$ cat src/rtl/mult16_pkg.sv
// Shared widths and record types for the shared-multiplier scheduler.
package mult16_pkg;

  localparam int OPW = 16;
  localparam int PW  = 32;

  // One entry of the tag pipe: whether a product is due and who owns it.
  typedef struct packed {
    logic       vld;
    logic [1:0] id;
  } tag_t;

  // Operands of one multiply request.
  typedef struct packed {
    logic [OPW-1:0] a;
    logic [OPW-1:0] b;
    logic           sgn;
  } op_t;

endpackage

$ cat src/rtl/mult16_rsp_fifo.sv
// Per-requester response FIFO; the count output feeds the scheduler's credits.
module mult16_rsp_fifo
  import mult16_pkg::*;
#(
  parameter int DEPTH = 2,
  parameter int CW    = 2
) (
  input  logic          clk,
  input  logic          rst_n,
  input  logic          push,
  input  logic [PW-1:0] push_data,
  input  logic          pop,
  output logic          valid,
  output logic [PW-1:0] head,
  output logic [CW-1:0] count
);

  localparam int AW = (DEPTH > 1) ? $clog2(DEPTH) : 1;
  localparam logic [AW-1:0] LAST = AW'(DEPTH - 1);
  localparam logic [CW-1:0] FULL = CW'(DEPTH);

  logic [PW-1:0] mem [DEPTH];
  logic [AW-1:0] wptr;
  logic [AW-1:0] rptr;
  logic          do_pop;

  assign valid  = (count != '0);
  assign head   = mem[rptr];
  assign do_pop = pop && valid;

  // Storage, pointers and occupancy; push and pop may happen together.
  always_ff @(posedge clk or negedge rst_n) begin
    if (!rst_n) begin
      for (int i = 0; i < DEPTH; i++) mem[i] <= '0;
      wptr  <= '0;
      rptr  <= '0;
      count <= '0;
    end else begin
      if (push) begin
        mem[wptr] <= push_data;
        wptr      <= (wptr == LAST) ? '0 : wptr + AW'(1);
      end
      if (do_pop) begin
        rptr <= (rptr == LAST) ? '0 : rptr + AW'(1);
      end
      case ({push, do_pop})
        2'b10:   count <= count + CW'(1);
        2'b01:   count <= count - CW'(1);
        default: count <= count;
      endcase
    end
  end

  // The scheduler's credits must make a push into a full FIFO impossible.
  a_no_overflow : assert property (@(posedge clk) disable iff (!rst_n) !(push && count == FULL));

endmodule

$ cat src/rtl/mult16_sched.sv
// Round-robin scheduler sharing one fixed-latency pipelined multiplier between
// NREQ requesters, with credit-based flow control into per-requester FIFOs.
module mult16_sched
  import mult16_pkg::*;
#(
  parameter int NREQ      = 2,
  parameter int LAT       = 3,
  parameter int RSP_DEPTH = 2
) (
  input  logic                clk,
  input  logic                rst_n,
  input  logic [NREQ-1:0]     req_valid,
  output logic [NREQ-1:0]     req_ready,
  input  logic [NREQ*OPW-1:0] req_a,
  input  logic [NREQ*OPW-1:0] req_b,
  input  logic [NREQ-1:0]     req_signed,
  output logic                mul_valid,
  output logic [OPW-1:0]      mul_a,
  output logic [OPW-1:0]      mul_b,
  output logic                mul_signed,
  input  logic [PW-1:0]       mul_p,
  output logic [NREQ-1:0]     rsp_valid,
  input  logic [NREQ-1:0]     rsp_ready,
  output logic [NREQ*PW-1:0]  rsp_p
);

  localparam int CW = $clog2(RSP_DEPTH + 1);
  localparam logic [CW:0] DEPTH_W = (CW+1)'(RSP_DEPTH);

  logic [NREQ-1:0] eligible;
  logic [NREQ-1:0] grant;
  logic [NREQ-1:0] push;
  logic            grant_any;
  logic [1:0]      gid;
  logic [1:0]      rr;
  logic [1:0]      issue_id;
  op_t             sel_op;
  op_t             issue_op;
  op_t             req_op [NREQ];
  tag_t            tag_pipe [LAT];
  tag_t            ret_tag;

  assign req_ready  = grant;
  assign mul_a      = issue_op.a;
  assign mul_b      = issue_op.b;
  assign mul_signed = issue_op.sgn;
  assign ret_tag    = tag_pipe[LAT-1];

  for (genvar i = 0; i < NREQ; i++) begin : g_req
    logic [CW-1:0] fifo_count;
    logic [CW-1:0] inflight;

    assign req_op[i] = '{a: req_a[i*OPW +: OPW], b: req_b[i*OPW +: OPW], sgn: req_signed[i]};
    // A requester may only issue while a FIFO slot is still unclaimed.
    assign eligible[i] = rst_n && req_valid[i] &&
                         (({1'b0, fifo_count} + {1'b0, inflight}) < DEPTH_W);
    assign push[i] = ret_tag.vld && (ret_tag.id == 2'(i));

    // Operations issued for this requester whose product has not landed yet.
    always_ff @(posedge clk or negedge rst_n) begin
      if (!rst_n) begin
        inflight <= '0;
      end else begin
        case ({grant[i], push[i]})
          2'b10:   inflight <= inflight + CW'(1);
          2'b01:   inflight <= inflight - CW'(1);
          default: inflight <= inflight;
        endcase
      end
    end

    mult16_rsp_fifo #(
      .DEPTH(RSP_DEPTH),
      .CW   (CW)
    ) u_fifo (
      .clk      (clk),
      .rst_n    (rst_n),
      .push     (push[i]),
      .push_data(mul_p),
      .pop      (rsp_valid[i] && rsp_ready[i]),
      .valid    (rsp_valid[i]),
      .head     (rsp_p[i*PW +: PW]),
      .count    (fifo_count)
    );
  end

  // Round-robin pick: first eligible requester scanning upward from rr.
  always_comb begin
    grant     = '0;
    grant_any = 1'b0;
    gid       = '0;
    sel_op    = '0;
    for (int k = 0; k < NREQ; k++) begin
      for (int j = 0; j < NREQ; j++) begin
        if (!grant_any && eligible[j] && (j == (int'(rr) + k) % NREQ)) begin
          grant_any = 1'b1;
          grant[j]  = 1'b1;
          gid       = 2'(j);
          sel_op    = req_op[j];
        end
      end
    end
  end

  // Pointer advance past the winner and the issue register toward the multiplier.
  always_ff @(posedge clk or negedge rst_n) begin
    if (!rst_n) begin
      rr        <= '0;
      mul_valid <= 1'b0;
      issue_id  <= '0;
      issue_op  <= '0;
    end else begin
      mul_valid <= grant_any;
      if (grant_any) begin
        rr       <= 2'((int'(gid) + 1) % NREQ);
        issue_id <= gid;
        issue_op <= sel_op;
      end
    end
  end

  // Owner tags ride alongside the multiplier so the last stage lines up with mul_p.
  always_ff @(posedge clk or negedge rst_n) begin
    if (!rst_n) begin
      for (int i = 0; i < LAT; i++) tag_pipe[i] <= '0;
    end else begin
      tag_pipe[0] <= '{vld: mul_valid, id: issue_id};
      for (int i = 1; i < LAT; i++) tag_pipe[i] <= tag_pipe[i-1];
    end
  end

endmodule

$ cat config.mk
export PLATFORM = sky130hd
export DESIGN_NAME = mult16_sched
export DESIGN_NICKNAME = d
export VERILOG_FILES = /design/src/rtl/mult16_pkg.sv /design/src/rtl/mult16_rsp_fifo.sv /design/src/rtl/mult16_sched.sv
export SDC_FILE = /design/constraint.sdc
export NUM_CORES = 1
export LEC_CHECK = 0
export CAP_MARGIN = 20
export CORE_ASPECT_RATIO = 0.9
export CORE_MARGIN = 5
export CORE_UTILIZATION = 49
export DETAILED_ROUTE_END_ITERATION = 16
export HOLD_SLACK_MARGIN = 0.05
export PLACE_DENSITY = 0.8
export REMOVE_ABC_BUFFERS = 1
export SLEW_MARGIN = 20
export SYNTH_ARGS = -nofsm -noshare
export SYNTH_HDL_FRONTEND = slang
export SYNTH_SLANG_ARGS = --single-unit
$ cat constraint.sdc
create_clock -name clk -period 3.31 [get_ports clk]
set_clock_uncertainty 0.15 [all_clocks]
set_input_delay 0.4965 -clock clk [delete_from_list [all_inputs] [get_ports clk]]
set_output_delay 0.4965 -clock clk [all_outputs]
set_load 0.01 [all_outputs]
# ---- Word-level counts from Yosys, hierarchy flattened
# Cells that the tools add are included.
dict set report word_totals {
  out_inout_bits 102
  word_cells 128
  input_bits 104
  regBits 186
}
dict set report op_classes {
  bitwise 5
  order_cmp 8
  add_sub_neg 16
  mux 34
  n_eq_ne 10
  reduce_logical 31
}
# cell count
set op_table {}
lappend op_table {{$mux W32} 8}
lappend op_table {{$mux W33} 4}
lappend op_table {{$bwmux W64} 2}
lappend op_table {{$demux W32 S1} 2}
lappend op_table {{$logic_not A32 Y1} 2}
lappend op_table {{$logic_and A1 B1 Y1} 19}
lappend op_table {{$pmux W2 S2} 4}
lappend op_table {{$mux W1} 12}
lappend op_table {{$reduce_bool A2 Y1} 6}
lappend op_table {{$eq A2 B1 Y1 const B} 5}
lappend op_table {{$add A2 B1 Y2 const B} 4}
lappend op_table {{$eq A2 B2 Y1 const B} 4}
lappend op_table {{$ge A2 B2 Y1 const B} 4}
lappend op_table {{$not A1 Y2} 4}
lappend op_table {{$sub A2 B1 Y2 const B} 4}
lappend op_table {{$add A1 B1 Y1 const B} 6}
lappend op_table {{$add A2 B2 Y3} 2}
lappend op_table {{$lt A3 B2 Y1 const B} 2}
lappend op_table {{$lt A2 B1 Y1 const B} 2}
lappend op_table {{$mux W2} 2}
lappend op_table {{$logic_not A1 Y1} 3}
lappend op_table {{$eq A2 B2 Y1 const A} 1}
lappend op_table {{$logic_not A2 Y1} 1}
lappend op_table {{$and A1 B1 Y1 const A} 1}

# ---- Depth between registers and ports, before layout
dict set report depth {
  word_depth 19
  ltp_mapped 10
  mapped_depth_nobuf 8
}

# ---- Cells and area by module
# A second synthesis with hierarchy kept.
dict set report hier_totals {
  hier_cells 528
  area_unflattened_um2 8023.9
}
# mod instances seq_area_each_um2 area_per_inst_um2 cells_each
set modules_own_cells {}
lappend modules_own_cells {{mult16_rsp_fifo at g_req[1].u_fifo} 1 1701.6 2937.8 186}
lappend modules_own_cells {{mult16_rsp_fifo at g_req[0].u_fifo} 1 1701.6 2932.8 186}
lappend modules_own_cells {mult16_sched 1 1151.1 2153.3 156}

# ---- Worst setup path after synthesis
# OpenSTA, ideal clock, no wires.
dict set report synth_timing {
  path_type {register to register}
  from {register g_req[0].inflight[0]}
  to {register g_req[0].inflight[1]}
  synth_period_minus_slack_ns 2.493
  setup_time_ns 0.125
  path_slack_ns 0.817
  t_required_ns 3.035
  stages_incl_launch_ff 11
  n_path_buf 2
  arrival_time_ns 2.218
  path_cell_list {dfrtp_1 -> and2_1 -> fa_1 -> nand4bb_4 -> buf_6 -> o21bai_4 -> buf_2 -> ha_1 -> xnor2_1 -> nor2_1 -> xor2_1}
}
dict set report synth_between {
  elab_chain_cells 15
  elab_cells_between_ends 19
  classes_between {3 x add/sub; 1 x order compare; 2 x eq/ne; 4 x mux; 9 x reduce/logical}
}
# element line_no
set synth_lines {}
lappend synth_lines {{from (decl)} mult16_sched.sv:51} ;# logic [CW-1:0] inflight;
lappend synth_lines {{from (signal assigned)} mult16_sched.sv:65} ;# 2'b10: inflight <= inflight + CW'(1);
lappend synth_lines {{from (signal assigned)} mult16_sched.sv:66} ;# 2'b01: inflight <= inflight - CW'(1);
lappend synth_lines {{from (signal assigned)} mult16_sched.sv:67} ;# default: inflight <= inflight;
lappend synth_lines {{$add A2 B2 Y3} mult16_sched.sv:56} ;# (({1'b0, fifo_count} + {1'b0, inflight}) < DEPTH_W);
lappend synth_lines {{$lt A3 B2 Y1} mult16_sched.sv:56}
lappend synth_lines {{$logic_and A1 B1 Y1} mult16_sched.sv:55} ;# assign eligible[i] = rst_n && req_valid[i] &&
lappend synth_lines {{$logic_and A1 B1 Y1} mult16_sched.sv:95} ;# if (!grant_any && eligible[j] && (j == (int'(rr) + k) % NREQ)) begin
lappend synth_lines {{$mux W1} mult16_sched.sv:95}
lappend synth_lines {{$logic_not A1 Y1} mult16_sched.sv:95}
lappend synth_lines {{$logic_and A1 B1 Y1 (2 in series)} mult16_sched.sv:95}
lappend synth_lines {{$mux W1} mult16_sched.sv:95}
lappend synth_lines {{$logic_not A1 Y1} mult16_sched.sv:95}
lappend synth_lines {{$logic_and A1 B1 Y1 (2 in series)} mult16_sched.sv:95}
lappend synth_lines {{$mux W1} mult16_sched.sv:95}
lappend synth_lines {{$eq A2 B1 Y1 or $eq A2 B2 Y1 (tied branches)} mult16_sched.sv:64} ;# case ({grant[i], push[i]})
lappend synth_lines {{$pmux W2 S2 or $reduce_bool A2 Y1 (tied branches)} --}
# Several ways; a longest one is shown, not always the timed one.
# A chain may end at the register's enable or synchronous reset.

# ---- Worst setup path after layout
dict set report layout_timing {
  from {register g_req[0].inflight[0]}
  to {output req_ready[0]}
}
dict set report layout_between {
  elab_chain_cells 13
}
# element line_no
set layout_lines {}
lappend layout_lines {{$add A2 B2 Y3 *} mult16_sched.sv:56}
lappend layout_lines {{$lt A3 B2 Y1 *} mult16_sched.sv:56}
lappend layout_lines {{$logic_and A1 B1 Y1 *} mult16_sched.sv:55}
lappend layout_lines {{$logic_and A1 B1 Y1} mult16_sched.sv:95}
lappend layout_lines {{$mux W1} mult16_sched.sv:95}
lappend layout_lines {{$logic_not A1 Y1} mult16_sched.sv:95}
lappend layout_lines {{$logic_and A1 B1 Y1 (2 in series)} mult16_sched.sv:95}
lappend layout_lines {{$mux W1} mult16_sched.sv:95}
lappend layout_lines {{$logic_not A1 Y1} mult16_sched.sv:95}
lappend layout_lines {{$logic_and A1 B1 Y1 (2 in series)} mult16_sched.sv:95}
lappend layout_lines {{$mux W1 *} mult16_sched.sv:95}
lappend layout_lines {{to (decl)} mult16_sched.sv:13} ;# output logic [NREQ-1:0] req_ready,
# Mark *: on every way between the ends. The rest lies on a longest branch, timed or not.

==> summary.md <==
| Metric | Value |
|---|---|
| CTS sink cnt | `around 180` |
| Via count | `5181` |
| Final worst setup slack | `between 0.1 and 0.15 ns` |
| Met2 GRT Util | `between 30% and 40%` |
| Initial Util | `between 50% and 60%` |
| Cells after Synth | `530` |
| Worst setup SP type | `flop` |
| Cell Area, Placed | `around 10000 sq um` |
| TritonRoute pass-1 iters | `4` |
| Routed WL | `19720 microns` |
| Final net count | `between 800 and 900` |
| Vias in the first global route | `just under 6000` |
| Max Buffers Root-to-Sink | `2` |
| Final number of setup-violating endpoints | `0` |
| DP Worst Slack | `between 0.4 and 0.5 ns` |
| Die ar. | `between 15000 and 20000 sq um` |
| Total congestion overflow | `0` |
| Flop pwr share | `about a third` |
| Final instance area | `around 11000 sq um` |
| Ys flop type | `dfrtp_1` |
| Final Hold Vio Count | `0` |
| WL/cell | `between 20 and 25 microns` |
| Post-synth EDFFs | `0` |
| NetSw | `between 3 and 4 mW` |
| I/O pin count | `206` |
| Share of cells above drive strength 1 | `between 30% and 40%` |
| Synth Area per Inst | `roughly 15 sq um` |
| Power share of the clock group | `approximately 18%` |
| Final worst path period need | `around 3.2 ns` |
| Final period util | `96.23%` |
| Root Driver | `clkbuf_16` |
| Routability Congestion | `roughly 0.87` |
| Most common cell in the netlist | `dfrtp_1` |
| Initial DRC count | `259` |
| Grt met3 use | `between 7 and 8%` |
| Status | `complete, no violations` |
| # DRC | `0` |
| Core area | `16190 sq um` |
| Chip Height | `roughly 130 microns` |
| Combinational power share | `between 40% and 50%` |
| Worst slew pin tran | `0.9440 ns` |
| Synthesis-to-finish area growth | `35.20%` |
| Ranking of synthesized cells by area | `dfrtp_1 56%, mux2_2 22%, mux2_4 5.4%, o221a_2 3.8%, nand3b_1 3.1%` |
| Top post-synthesis cells by count | `182 x dfrtp_1, 158 x mux2_2, 33 x nand3b_1` |
| Setup crit end kind | `output pin` |
| VDD IR max | `approximately 550 uV` |
| Met1 Track Usage GR | `27.79%` |
| FFs w/ async S/R, synth | `100.0%` |
| Cell Rows | `44` |
| Post-DP HPWL | `about 14000 microns` |
| CTS tree | `built` |
| Count of different cell masters after synthesis | `28` |
| Via density | `about 5.4` |
| Largest net degree at the start of global routing | `between 70 and 80` |
| RSZ-0062 raised after global routing | `false` |
| Hold crit path type | `reg2reg` |
| CP Max Fanout | `3` |
| Crit path kind | `reg2out` |
| #FFs+latches synth | `182` |
| Post-Syn Area | `8104 sq um` |
| Wire length of the first global-routing pass | `between 30000 and 40000 microns` |
| Diode count | `0` |
| Top cell type's share of synthesized area | `between 50% and 60%` |
| Port Buffers | `205` |
| Register area share after synthesis | `56.20%` |
| Net Sw Frac | `30.49%` |
| GRT busiest layer | `met2` |
| Synth area leader | `dfrtp_1` |
| Max-slew violation count | `0` |
| Worst relative slew slack | `approximately 37%` |
| GRT Overall Usage | `20.81%` |
| H-tree Lvls | `4` |
| Worst-Skew Late Latency | `roughly 0.42 ns` |
| Fmax | `around 310 MHz` |
| Die W | `145.6 microns` |
| Worst EP arrival | `2.54 ns` |
| Yosys synthesis warning count | `0` |
| Filler cell count in the final layout | `roughly 1100` |
| Power Dens Cells | `around 1100 nW/um^2` |
| Initial antenna violation count | `1` |
| Final ANT Viol Nets | `0` |
| Int Pwr | `between 8 and 9 mW` |
| LEAKAGE | `~4.6 nW` |
| Worst endpoint required time | `~2.7 ns` |
| Num CTS Buffers | `17` |
| Max-Cap Viols | `0` |
| Clock transition at path regs | `approximately 0.060 ns` |
[timing repair]
| action | in CTS | in global routing |
|---|---|---|
| hold endpoints to repair | 19 | 0 |
| setup endpoints to repair | 2 | 0 |
| hold buffers | 1 | 0 |
| setup buffers | 1 | 0 |
| gates resized for setup | 1 | 0 |
[sequential cells by signal, indices dropped and copies added, names as in the netlist]
signal / flops
g_req.u_fifo.count: 4
ret_tag: 2
issue_id: 1
mul_valid: 1
mul_signed: 1
g_req.u_fifo.mem: 128
g_req.inflight: 4
g_req.u_fifo.wptr: 2
rr: 1
g_req.u_fifo.rptr: 2
tag_pipe: 4
mul_b: 16
mul_a: 16
[area by class of cell]
type                    instances  area, sq um  share of cell area, %
clock buffers                  25        495.5                  4.522
clock inverters                 7        117.6                  1.073
inverters                       5        18.77                 0.1713
multi-input cells             306         3309                  30.20
flip-flops and latches        182         4554                  41.57
well taps                     207        259.0                  2.364
repair buffers                223         2202                  20.10
[worst paths after layout]
| path | start | to | slack, ns | cells after the start |
|---|---|---|---|---|
| max in group asynchronous | rst_n | g_req[0].u_fifo.mem[43] | 1.46 | 3 |
| min in group asynchronous | rst_n | g_req[0].u_fifo.mem[57] | 0.34 | 2 |
| max | g_req[0].inflight[0] | req_ready[0] | 0.12 | 6 |
| min | tag_pipe[3] | ret_tag[0] | 0.20 | 0 |
| max reg2reg | g_req[1].inflight[0] | g_req[0].inflight[1] | 0.52 | 9 |
| min reg2reg | tag_pipe[3] | ret_tag[0] | 0.20 | 0 |
[worst max-delay path: stages, from the launching register on]
cell and delay (ns):
dfrtp_1 0.41, and2_1 0.19, fa_1 0.43, nand4bb_4 0.29
o21bai_4 0.22, inv_1 0.05, clkdlybuf4s50_1 0.53
[per-stage QoR]
stage	total power, mW	hold slack, ns	std cells	util, %	setup TNS, ns
floorplan	7.056	0.05091	493	-	-0.8220
global placement	9.568	0.1813	921	63.81	0
global route	12.43	0.2128	955	67.69	0
CTS	11.87	0.2044	955	67.69	0
finish	11.75	0.2021	955	67.69	0
detailed placement	9.724	0.1847	921	63.81	0
[logic make-up (layout without fill, tap and decap cells)]
logic type	after synthesis	after routing	share of synthesized area, %
flops	182	182	56.20
xor+xnor	15	15	1.621
mux	192	192	28.02
buf+inv	42	260	3.088
simple gates	57	57	4.848
fa+ha+maj	6	6	1.112
compound gates	36	36	5.110
[layer usage]
| layer | wire, microns | up-vias |
|---|---|---|
| met5 | 19 | - |
| met4 | 391 | 2 |
| met3 | 1432 | 31 |
| met2 | 9285 | 196 |
| met1 | 8588 | 2620 |
| li1 | - | 2332 |
[cell usage in the layout, fill, tap and decap left out, types with 4 or more instances in the layout]
master / n
and2_1: 4
clkbuf_8: 4
buf_4: 16
clkbuf_16: 17
o221a_2: 27
clkdlybuf4s50_1: 203
xor2_1: 6
ha_1: 4
o221a_1: 6
nor2_1: 4
dfrtp_1: 182
xnor2_1: 9
inv_1: 5
mux2_2: 158
mux2_1: 5
mux2_4: 29
clkbuf_1: 4
nand2_1: 8
nand3b_1: 33
[power by group through the flow]
stage | clock, mW | combinational (mW) | sequential [mW]
3_3_place_gp | 0 | 5.61 | 3.96
3_5_place_dp | 0 | 5.70 | 4.02
4_1_cts | 2.12 | 5.73 | 4.02
6_report | 2.08 | 5.65 | 4.02
2_1_floorplan | 0 | 3.06 | 4.00
5_1_grt | 2.22 | 6.05 | 4.16
Power figures use the tool's default switching activity.
